### config.mk
export PLATFORM = sky130hd
export DESIGN_NAME = irq_ctrl
export DESIGN_NICKNAME = d
export VERILOG_FILES = /design/src/rtl/irq_ctrl.sv
export SDC_FILE = /design/constraint.sdc
export NUM_CORES = 1
export LEC_CHECK = 0
export BUFFER_PORTS_ARGS = -buffer_cell sky130_fd_sc_hd__buf_2
export CAP_MARGIN = 20
export CORE_MARGIN = 2
export CORE_UTILIZATION = 48
export CTS_BUF_LIST = sky130_fd_sc_hd__clkbuf_2 sky130_fd_sc_hd__clkbuf_4 sky130_fd_sc_hd__clkbuf_8
export DETAILED_ROUTE_END_ITERATION = 10
export PLACE_DENSITY_LB_ADDON = 0.12
export REMOVE_ABC_BUFFERS = 1
export SLEW_MARGIN = 20
export SYNTH_ARGS = -nofsm -noshare
export SYNTH_HDL_FRONTEND = slang
export SYNTH_SLANG_ARGS = --single-unit
### constraint.sdc
create_clock -name clk -period 2.4 [get_ports clk]
set_input_delay 0.36 -clock clk [delete_from_list [all_inputs] [get_ports clk]]
set_output_delay 0.36 -clock clk [all_outputs]
set_load 0.005 [all_outputs]
### src/rtl/irq_ctrl.sv
// irq_ctrl: six-source level/edge interrupt latch with mask, global enable and priority status.
module irq_ctrl (
  input  logic        clk,
  input  logic        reset,
  input  logic [31:2] Addr,
  input  logic        WE,
  input  logic [31:0] Din,
  output logic [31:0] Dout,
  input  logic [5:0]  irq_in,
  output logic [5:0]  HWInt
);
  logic [5:0] mask, mode, pend, ovr, s_q, rise, pclr, mchg, sclr, oset, active;
  logic       ge, any;
  logic [2:0] idx;
  logic [1:0] sel;
  logic       unused;
  assign unused = ^{Addr[31:4], Din[31:9], Din[7:6]};
  assign sel    = Addr[3:2];
  assign rise   = irq_in & ~s_q;
  assign pclr   = (WE && sel == 2'd2) ? (Din[5:0] & mode) : 6'd0;
  assign mchg   = (WE && sel == 2'd1) ? (Din[5:0] ^ mode) : 6'd0;
  assign sclr   = (WE && sel == 2'd3) ? Din[5:0] : 6'd0;
  // an edge on an already-pending source that is not being serviced this cycle is lost
  assign oset   = mode & rise & pend & ~pclr;
  always_ff @(posedge clk or posedge reset)
    if (reset) begin
      mask <= '0;
      ge   <= 1'b0;
      mode <= '0;
      pend <= '0;
      ovr  <= '0;
      s_q  <= '0;
    end else begin
      s_q  <= irq_in;
      pend <= ~mchg & ((mode & (rise | (pend & ~pclr))) | (~mode & irq_in));
      ovr  <= ~mchg & (oset | (ovr & ~sclr));
      if (WE && sel == 2'd0) begin
        mask <= Din[5:0];
        ge   <= Din[8];
      end
      if (WE && sel == 2'd1) mode <= Din[5:0];
    end
  assign active = pend & mask & {6{ge}};
  assign HWInt  = active;
  assign any    = |active;
  assign idx    = active[0] ? 3'd0 : active[1] ? 3'd1 : active[2] ? 3'd2 :
                  active[3] ? 3'd3 : active[4] ? 3'd4 : active[5] ? 3'd5 : 3'd0;
  assign Dout   = sel == 2'd0 ? {23'd0, ge, 2'd0, mask} :
                  sel == 2'd1 ? {26'd0, mode} :
                  sel == 2'd2 ? {26'd0, pend} :
                                {20'd0, any, idx, 2'd0, ovr};
endmodule
# --- Yosys cells after proc, flatten, opt, wreduce, memory -nomap -nowiden ---
# Index checks and enable logic that the tools add are counted.
totals:
  reg_bits: 31
  inputBits: 71
  output_inout_bits: 38
  elab_cells: 49
classes:
  n_eq_ne: 3
  muxes: 12
  bitwise: 22
  reduce_logical: 6
op_table:
  columns: ["cell", "n"]
  rows:
  - ["AND 6 bit", 13]
  - ["2-to-1 mux 12 bit", 3]
  - ["NOT 6 bit", 5]
  - ["2-to-1 mux 3 bit", 6]
  - ["2-to-1 mux 6 bit", 3]
  - ["bitwise OR 6 bit", 3]
  - ["OR reduction 6 bit", 1]
  - ["bitwise XOR 6 bit", 1]
  - ["== test 2 bit, second input constant", 2]
  - ["logical AND 1 bit", 4]
  - ["== test 2 x 1 -> 1 bit, second input constant", 1]
  - ["logical NOT 2 bit", 1]

# --- Longest topological paths before layout ---
# Gate-level depths: netlist (run 1).
logic_depth:
  depth_word: 11
  mapped_depth: 4
  mapped_depth_nobuf: 3

# --- Least setup slack after synthesis (run 1) ---
# OpenSTA, ideal clock, no wires.
synth_timing:
  path_kind: "input to output"
  start: "input Addr[3] (netlist name)"
  end: "output Dout[0]"
  arrival_time_ps: 1108
  required_time_ps: 2040
  path_slack_ps: 932
  cell_stages: 2
  n_path_buf: 1
  path_cell_list: "buf_2 mux4_2"
synth_between:
  elab_chain_len: 4
  elab_cells_between_ends: 6
  classes_between: "eq/ne: 2; mux: 3; reduce/logical: 1"
synth_rtl:
  columns: ["item", "line_no", "text"]
  rows:
  - ["start, declared", "5", "input logic [31:2] Addr,"]
  - ["== test 2 bit", "50", "sel == 2'd2 ? {26'd0, pend} :"]
  - ["2-to-1 mux 12 bit", "50", null]
  - ["2-to-1 mux 12 bit", "49", "sel == 2'd1 ? {26'd0, mode} :"]
  - ["2-to-1 mux 12 bit *", "48", "assign Dout = sel == 2'd0 ? {23'd0, ge, 2'd0, mask} :"]
  - ["end, declared", "8", "output logic [31:0] Dout,"]
# Every way passes the cells marked *; elsewhere a longest branch is shown, timed or not.

# --- Final worst setup path (run 1) ---
layout_timing:
  start: "register ge"
  end: "output Dout[10]"
layout_between:
  elab_chain_len: 10
layout_rtl:
  columns: ["item", "line_no", "text"]
  rows:
  - ["start, declared", "13", "logic ge, any;"]
  - ["start signal, assigned", "39", "ge <= Din[8];"]
  - ["AND 6 bit *", "43", "assign active = pend & mask & {6{ge}};"]
  - ["2-to-1 mux 3 bit (3 in a row)", "47", "active[3] ? 3'd3 : active[4] ? 3'd4 : active[5] ? 3'd5 : 3'd0;"]
  - ["2-to-1 mux 3 bit (2 in a row)", "46", "assign idx = active[0] ? 3'd0 : active[1] ? 3'd1 : active[2] ? 3'd2 :"]
  - ["2-to-1 mux 3 bit *", "46", null]
  - ["2-to-1 mux 12 bit *", "50", null]
  - ["2-to-1 mux 12 bit *", "49", null]
  - ["2-to-1 mux 12 bit *", "48", null]
# Marks and branches as above.

==> impl_metrics.ini, run 1 <==
[cts]
clock_latency_ns = 0.28
cts_resized = 0
numCtsBuffers = 5
htree_levels = 2
cts.sinks = 31
clockRootBuffer = clkbuf_8
hold_buffers = 0
cts.path.max_buffers = 2
clk_pin_slew_ns = 0.06
post-cts-setup-buffers = 0
cts_tree = yes

[detailed_routing]
ant_nets = 0
vias = 1375
drcViolationCount = 0
first_pass_iters = 4
drt_wl_total_mm = 3.77
wl_per_cell_um = 15.4
drtIter0Drc = 100
viasPerCell = 5.61

[placement]
port_buffers = 33
dp_hpwl_mm = 2.73
place.gp.congestion = 0.785
dp.cells = 239

[timing]
setup_violations = 0
grt_setup_unrepaired = no
tightest_slew_ns = 0.625
fin_worst_skew_ns = 0.00151
slew_viol_final = 0
max_slew_margin = 0.583
period_needed_ns = 1.84
tns_ns = 0
finalHoldViolations = 0
finalCritPeriodShare = 0.767
fmax_mhz = 543

[critical_path]
startpoint_type = flop
worstReg2RegStart = mode[1]$_DFFE_PP0P_
crit_fanout = 10
cp.arrival_ns = 1.48
r2r_cells = 3
cp-end-kind = primary output
r2r-end = ovr[1]$_DFF_PP0_
cp.required_ns = 2.04
reg2reg_slack_ns = 1.07
path_class = flop to primary output

[die]
rows = 22
ioPinCount = 109
die-area_um2 = 4350
initial_core_util = 0.503
die_h_um = 65.9
dieWidth_um = 65.9
coreArea_um2 = 3660

[yosys]
yosysUniqueCellTypes = 29
netlist_instances = 161
yosys_register_bits = 31
synth_area_um2 = 1840
synth-warning-count = 0
async_flop_share = 1.00
avgSynthCellArea_um2 = 11.4
ys.flop_type = dfrtp_1
synth_edf_count = 0
yosysSeqAreaShare = 0.421

[final_layout]
areaGrowthSynthToFinish_pct = 11.3
drive_gt1_frac = 0.330
diodes = 0
fin_nets = 275
mostFrequentLayoutCells = buf_2 (33), dfrtp_1 (31), conb_1 (22), mux2_2 (13), a21oi_1 (12)
mostFrequentLayoutCell = buf_2
layoutNonFillerInstCount = 245

[global_routing]
grt_pass1_wl_mm = 6.49
grt_overflow = 0
grt_max_degree = 32
antenna_found_initial = 0
grt_pass1_vias = 1329
grt_usage = 0.203

[power]
ir_drop_v = 0.000453
p_per_area_nw_per_um2 = 742
p_leak_nw = 0.997

[worst_hold_path]
hold_path.class = input port to async pin

[job]
maxCapViolCount = 0

[outcome]
status = finished, final reports clean
-- final cells by class --
cell class | instances | area (µm²)
Timing Repair Buffer | 36 | 188
Sequential cell | 31 | 776
Clock buffer | 6 | 76.3
Fill cell | 322 | 1610
Tap cell | 48 | 60.1
Multi-Input combinational cell | 117 | 922
Inverter | 7 | 26.3
-- Yosys cell counts (all sizes together), types with 2 or more instances --
master,n,area [µm²]
dfrtp,31,776
a21boi,5,37.5
buf,27,195
inv,7,26.3
ha,6,75.1
a2111oi,5,62.6
nand3,2,10.0
a2bb2oi,11,96.3
a21oi,12,60.1
and3b,2,17.5
a22oi,4,30.0
mux2,13,146
mux4,6,135
nand2,11,41.3
nor3b,3,27.5
and3,8,50.1
-- metrics by stage --
stage	instance area [µm²]	setup slack [ns]	total power (W)	hold WS, ns	util
finish	2050	0.559	0.00152	0.147	0.559
global route	2050	0.393	0.00162	0.179	0.559
CTS	2050	0.559	0.00153	0.157	0.559
detailed placement	1970	0.541	0.00114	0.462	0.539
global placement	1970	0.627	0.00112	0.461	0.539
floorplan	1720	1.03	0.000989	0.391	-
-- routing by layer --
metal | up-vias | global-route usage | part of all wire | routed length [µm]
li1 | 636 | - | - | -
met1 | 677 | 0.269 | 0.43 | 1630
met2 | 58 | 0.313 | 0.49 | 1840
met3 | 4 | 0.0596 | 0.066 | 247
met4 | 0 | 0.0781 | 0.012 | 44
met5 | - | 0 | 0 | 0
-- sequential cells by signal, indices dropped and copies added (netlist names) --
register / count
ovr: 6
s_q: 6
mode: 6
ge: 1
pend: 6
mask: 6
-- cells by family after synthesis --
family | after synthesis | share of synthesized area
buffers and inverters | 34 | 0.120
AO/OA/AOI/OAI | 42 | 0.177
adder cells (fa/ha/maj) | 6 | 0.0408
flip-flops | 31 | 0.421
AND/OR/NAND/NOR | 28 | 0.0850
other | 1 | 0.00204
multiplexers | 19 | 0.153
-- power breakdown --
part	leakage, nW	switching (W)	total [W]	internal [W]
clock network	0.0406	0.000183	0.000387	0.000204
logic	0.587	0.000181	0.000408	0.000228
registers	0.370	0.0000991	0.000723	0.000624
total	0.997	0.000463	0.00152	0.00106
-- worst max-delay path, stage by stage (launching register included) --
cell	delay [ns]
dfrtp_1	0.49
and3_1	0.24
nand2_1	0.08
nor3b_1	0.24
buf_2	0.15
-- worst max-delay path by stage --
stage,start,end,cells past startpoint
finish,ge$_DFFE_PP0P_,Dout[10],4
global route,ge$_DFFE_PP0P_,Dout[10],4
floorplan,Addr[3],mode[0]$_DFFE_PP0P_,2
detailed placement,Addr[2],ovr[0]$_DFF_PP0_,4
global placement,Addr[2],ovr[1]$_DFF_PP0_,4
CTS,ge$_DFFE_PP0P_,Dout[10],4
(Power assumes the default switching activity.)
==> inputs of run 2 (changes only) <==
--- a/config.mk
+++ b/config.mk
@@ -5,10 +5,11 @@
 export SDC_FILE = /design/constraint.sdc
 export NUM_CORES = 1
 export LEC_CHECK = 0
+export ABC_AREA = 1
 export BUFFER_PORTS_ARGS = -buffer_cell sky130_fd_sc_hd__buf_2
 export CAP_MARGIN = 20
 export CORE_MARGIN = 2
-export CORE_UTILIZATION = 48
+export CORE_UTILIZATION = 46
 export CTS_BUF_LIST = sky130_fd_sc_hd__clkbuf_2 sky130_fd_sc_hd__clkbuf_4 sky130_fd_sc_hd__clkbuf_8
 export DETAILED_ROUTE_END_ITERATION = 10
 export PLACE_DENSITY_LB_ADDON = 0.12
==> constraint.sdc (replaced) <==
create_clock -name clk -period 1.8 [get_ports clk]
set_input_delay 0.27 -clock clk [delete_from_list [all_inputs] [get_ports clk]]
set_output_delay 0.27 -clock clk [all_outputs]
set_load 0.005 [all_outputs]
==> impl_metrics.ini, run 2 <==
[yosys]
synth_largest_area_cell = dfrtp_1
synth-warning-count = 0
synth_edf_count = 0
avgSynthCellArea_um2 = 7.76
yosysSeqAreaShare = 0.397
yosysUniqueCellTypes = 22
synth_commonest_cells = nand2_1 (54), inv_1 (39), dfrtp_1 (31)
synth_compound_area_frac = 0.154
yosys_register_bits = 31
yosysMostFrequentCell = nand2_1
synthXorXnorAreaFrac = 0
ys.flop_type = dfrtp_1
synth_area_um2 = 1960
yosys.area_share.simple = 0.214
synth_top_family_by_area = simple AND/OR/NAND/NOR gates
synthTopCellsByArea = dfrtp_1 (40%), nand2_1 (10%), buf_4 (8.8%), inv_1 (7.5%), o21ai_0 (6.4%)
synthMuxAreaShare = 0.00768
synth_fa_ha_area_frac = 0.0384
netlist_instances = 252
synth_top_area_share = 0.397
async_flop_share = 1.00

[timing]
slew_viol_final = 0
fmax_mhz = 590
finalCritPeriodShare = 0.942
fin_worst_skew_ns = 0.00441
period_needed_ns = 1.70
grt_setup_unrepaired = no
finalHoldViolations = 0
tns_ns = 0
setup_violations = 0
finalWorstSetupSlack_ns = 0.105

[die]
rows = 23
die-area_um2 = 4790
initial_core_util = 0.482
coreArea_um2 = 4060
die_h_um = 69.2
ioPinCount = 109
dieWidth_um = 69.2

[power]
p_leak_nw = 1.25
total_power_w = 0.00197
p_per_area_nw_per_um2 = 903
ir_drop_v = 0.000506

[critical_path]
cp-end-kind = primary output
startpoint_type = flop
cp.required_ns = 1.53
reg2reg_slack_ns = 0.71
crit_top_cell = nand2_1
cp.arrival_ns = 1.43
path_class = flop to primary output
cp_top_family = simple AND/OR/NAND/NOR gates
slowest_stage = dfrtp_2
crit_fanout = 7
path_cells = nand2_1, nor2_1, nand2_1, nand2_1, nand2_1, nand2_1, nand2_1, nand2_1, buf_2
cpPeakStageDelay_ns = 0.45
path_buf_inv = 1

[detailed_routing]
drcViolationCount = 0
vias = 1588
wl_per_cell_um = 12.1
drt_wl_total_mm = 4.11
viasPerCell = 4.67
drtIter0Drc = 49
first_pass_iters = 4
ant_nets = 0

[cts]
cts.path.max_buffers = 2
clock_latency_ns = 0.29
cts_tree = yes
htree_levels = 2
clockRootBuffer = clkbuf_8
cts.sinks = 31
numCtsBuffers = 5
clk_pin_slew_ns = 0.07
hold_buffers = 0

[global_routing]
grt_overflow = 0
grt_pass1_vias = 1387
grt_pass1_wl_mm = 6.73
grt_max_degree = 32
antenna_found_initial = 0
grt_usage = 0.180

[final_layout]
drive_gt1_frac = 0.207
mostFrequentLayoutCells = nand2_1 (54), inv_1 (39), buf_2 (33), dfrtp_1 (30), o21ai_0 (24)
fillers = 425
areaGrowthSynthToFinish_pct = 11.6
fin_nets = 366
diodes = 0
mostFrequentLayoutCell = nand2_1

[placement]
place.gp.congestion = 0.743
port_buffers = 33
dp_slack_ns = 0.250
dp_hpwl_mm = 2.96

[job]
maxCapViolCount = 0

[worst_hold_path]
hold_path.class = input port to async pin

[outcome]
status = finished, final reports clean
## run 2: what timing repair did
| item | 4_1_cts | 5_1_grt |
|---|---|---|
| setup endpoints to repair | 0 | 4 |
| resized for setup | 0 | 3 |
| buffers inserted | 0 | 1 |
| hold endpoints to repair | 0 | 0 |
## run 2: final timing paths
kind	cells after the start	from	endpoint
max in group asynchronous	3	reset	ge$_DFFE_PP0P_
hold / removal	3	reset	mask[4]$_DFFE_PP0P_
min in group clk	1	irq_in[3]	s_q[3]$_DFF_PP0_
setup / recovery	9	ge$_DFFE_PP0P_	Dout[8]
hold reg to reg	2	mask[1]$_DFFE_PP0P_	mask[1]$_DFFE_PP0P_
setup reg to reg	4	mode[3]$_DFFE_PP0P_	ovr[3]$_DFF_PP0_
## run 2: logic make-up after synthesis
group | Yosys count
flops | 31
fa+ha+maj | 6
other cells | 1
mux | 1
compound gates | 55
buf+inv | 67
simple gates | 91
## run 2: routing by layer
| layer | track usage | wire length, µm | part of all wire | up-vias |
|---|---|---|---|---|
| met5 | 0 | 0 | 0 | - |
| met4 | 0.0588 | 53 | 0.013 | 0 |
| met3 | 0.0552 | 225 | 0.055 | 5 |
| met2 | 0.267 | 1730 | 0.42 | 45 |
| met1 | 0.251 | 2110 | 0.51 | 707 |
| li1 | - | - | - | 831 |
## run 2: stage by stage
stage / utilization / hold WS, ns / instances / instance area (µm²)
global placement: 0.509 / 0.381 / 331 / 2070
finish: 0.538 / 0.0599 / 340 / 2180
global route: 0.538 / 0.0976 / 340 / 2180
detailed placement: 0.509 / 0.380 / 331 / 2070
floorplan: - / 0.301 / 246 / 1820
CTS: 0.535 / 0.0732 / 339 / 2170
## run 2: final cells by class
type / instances / area (µm²) / area share
Multi-Input combinational cell: 175 / 896 / 0.411
Clock buffer: 8 / 104 / 0.0476
Sequential cell: 31 / 777 / 0.356
Tap cell: 50 / 62.6 / 0.0287
Timing Repair Buffer: 36 / 188 / 0.0860
Inverter: 40 / 155 / 0.0711
## run 2: power breakdown
group | switching [W] | internal [W]
Sequential | 0.0000915 | 0.000810
Combinational | 0.000260 | 0.000182
Clock | 0.000263 | 0.000364
## run 2: tightest hold or removal path: cells and delay by family
family / cells / cell delay (ns)
buf+inv: 3 / 0.49
==> inputs of run 3 (changes only) <==
--- a/config.mk
+++ b/config.mk
@@ -5,13 +5,14 @@
 export SDC_FILE = /design/constraint.sdc
 export NUM_CORES = 1
 export LEC_CHECK = 0
-export ABC_AREA = 1
+export ABC_AREA = 0
 export BUFFER_PORTS_ARGS = -buffer_cell sky130_fd_sc_hd__buf_2
 export CAP_MARGIN = 20
 export CORE_MARGIN = 2
-export CORE_UTILIZATION = 46
+export CORE_UTILIZATION = 45
 export CTS_BUF_LIST = sky130_fd_sc_hd__clkbuf_2 sky130_fd_sc_hd__clkbuf_4 sky130_fd_sc_hd__clkbuf_8
 export DETAILED_ROUTE_END_ITERATION = 10
+export GPL_ROUTABILITY_DRIVEN = 0
 export PLACE_DENSITY_LB_ADDON = 0.12
 export REMOVE_ABC_BUFFERS = 1
 export SLEW_MARGIN = 20
==> impl_metrics.ini, run 3 (same netlist as run 1, synthesis figures left out) <==
[cts]
cts.path.max_buffers = 2
clk_pin_slew_ns = 0.06
cts.sinks = 31
hold_buffers = 0
cts_tree = yes
clockRootBuffer = clkbuf_8
numCtsBuffers = 5
post-cts-setup-buffers = 0
clock_latency_ns = 0.28
htree_levels = 2
cts_resized = 0

[detailed_routing]
first_pass_iters = 4
ant_nets = 0
drtIter0Drc = 106
vias = 1361
wl_per_cell_um = 15.9
drcViolationCount = 0
drt_wl_total_mm = 4.03
viasPerCell = 5.38

[worst_hold_path]
hold_path.class = input port to async pin

[final_layout]
mostFrequentLayoutCells = buf_2 (33), dfrtp_1 (31), conb_1 (22), mux2_2 (13), a21oi_1 (12)
mostFrequentLayoutCell = buf_2
drive_gt1_frac = 0.355
fillers = 357
areaGrowthSynthToFinish_pct = 14.8
fin_nets = 279
diodes = 0

[timing]
slew_viol_final = 0
fin_worst_skew_ns = 0.00307
fmax_mhz = 601
tns_ns = 0
grt_setup_unrepaired = no
period_needed_ns = 1.67
finalCritPeriodShare = 0.925
finalWorstSetupSlack_ns = 0.135
finalHoldViolations = 0
setup_violations = 0
tightest_slew_ns = 0.585
timing.hold.ws_ns = 0.0602
max_slew_margin = 0.610

[critical_path]
path_class = flop to primary output
crit_fanout = 5
worstReg2RegStart = mode[0]$_DFFE_PP0P_
cp.arrival_ns = 1.40
r2r-end = ovr[0]$_DFF_PP0_
r2r_cells = 3
cpPeakStageDelay_ns = 0.43
startpoint_type = flop
cp-startpoint = pend[3]$_DFF_PP0_
reg2reg_slack_ns = 0.48
cp_top_family = flip-flops
cp-end-kind = primary output
cp.required_ns = 1.53
endpoint = Dout[10]
path_cells = a22oi_1, nor3b_1, buf_2
crit_cells = 3
slowest_stage = dfrtp_1
path_buf_inv = 1

[die]
initial_core_util = 0.463
ioPinCount = 109
die-area_um2 = 4620
rows = 23
dieWidth_um = 68.0
die_h_um = 68.0
coreArea_um2 = 3970

[global_routing]
grt_usage = 0.197
grt_util_met1 = 0.249
top_usage_layer = met2
grt_pass1_wl_mm = 6.62
grt_max_degree = 32
antenna_found_initial = 0
grt_overflow = 0
use_met2 = 0.334
grt_use_met3 = 0.0510
grt_pass1_vias = 1345

[power]
seqPwrFrac = 0.452
p_switching_w = 0.000633
combPwrFrac = 0.264
p_leak_nw = 1.03
p_int_w = 0.00151
switching_share = 0.295
p_clk_frac = 0.284
ir_drop_v = 0.000523
total_power_w = 0.00214
p_per_area_nw_per_um2 = 1010

[placement]
dp_slack_ns = 0.0684
dp_hpwl_mm = 2.97
port_buffers = 33

[outcome]
status = finished, final reports clean

[job]
maxCapViolCount = 0
-- run 3: area by class of cell --
type	count	area, µm²	area share
inverter	7	26.3	0.0124
clock buffer	8	104	0.0491
multi-input combinational	117	927	0.439
sequential	31	776	0.367
tap	50	62.6	0.0296
timing repair buffer	40	218	0.103
-- run 3: through the flow --
step	instances	area [µm²]	utilization
after CTS	253	2110	0.531
after detailed placement	245	2000	0.505
after global routing	253	2110	0.532
after global placement	245	2000	0.505
final	253	2110	0.532
after floorplan	155	1720	-
-- run 3: worst register-to-register path: stages, from the launching register on --
cell and delay [ns]:
dfrtp_1 0.42, ha_1 0.22, a2111oi_0 0.40, a2bb2oi_1 0.20
-- run 3: layer usage --
metal / part of all wire / up-vias
li1: - / 640
met3: 0.055 / 6
met1: 0.44 / 668
met2: 0.49 / 47
met5: 0 / -
met4: 0.011 / 0
-- run 3: how the worst min path moves through the flow --
| stage | slack [ns] | endpoint | cells past startpoint | from |
|---|---|---|---|---|
| finish | 0.06 | s_q[4]$_DFF_PP0_ | 3 | reset |
| global route | 0.09 | s_q[0]$_DFF_PP0_ | 3 | reset |
| CTS | 0.07 | mode[2]$_DFFE_PP0P_ | 3 | reset |
| global placement | 0.37 | s_q[4]$_DFF_PP0_ | 3 | reset |
| floorplan | 0.30 | s_q[0]$_DFF_PP0_ | 0 | irq_in[0] |
| detailed placement | 0.37 | s_q[0]$_DFF_PP0_ | 3 | reset |
-- run 3: power by group through the flow --
stage	sequential [W]	clock, W	combinational, W
final	0.000970	0.000608	0.000566
after global routing	0.000997	0.000667	0.000643
after CTS	0.000965	0.000624	0.000570
after detailed placement	0.000977	0	0.000567
after global placement	0.000968	0	0.000538
after floorplan	0.000934	0	0.000384
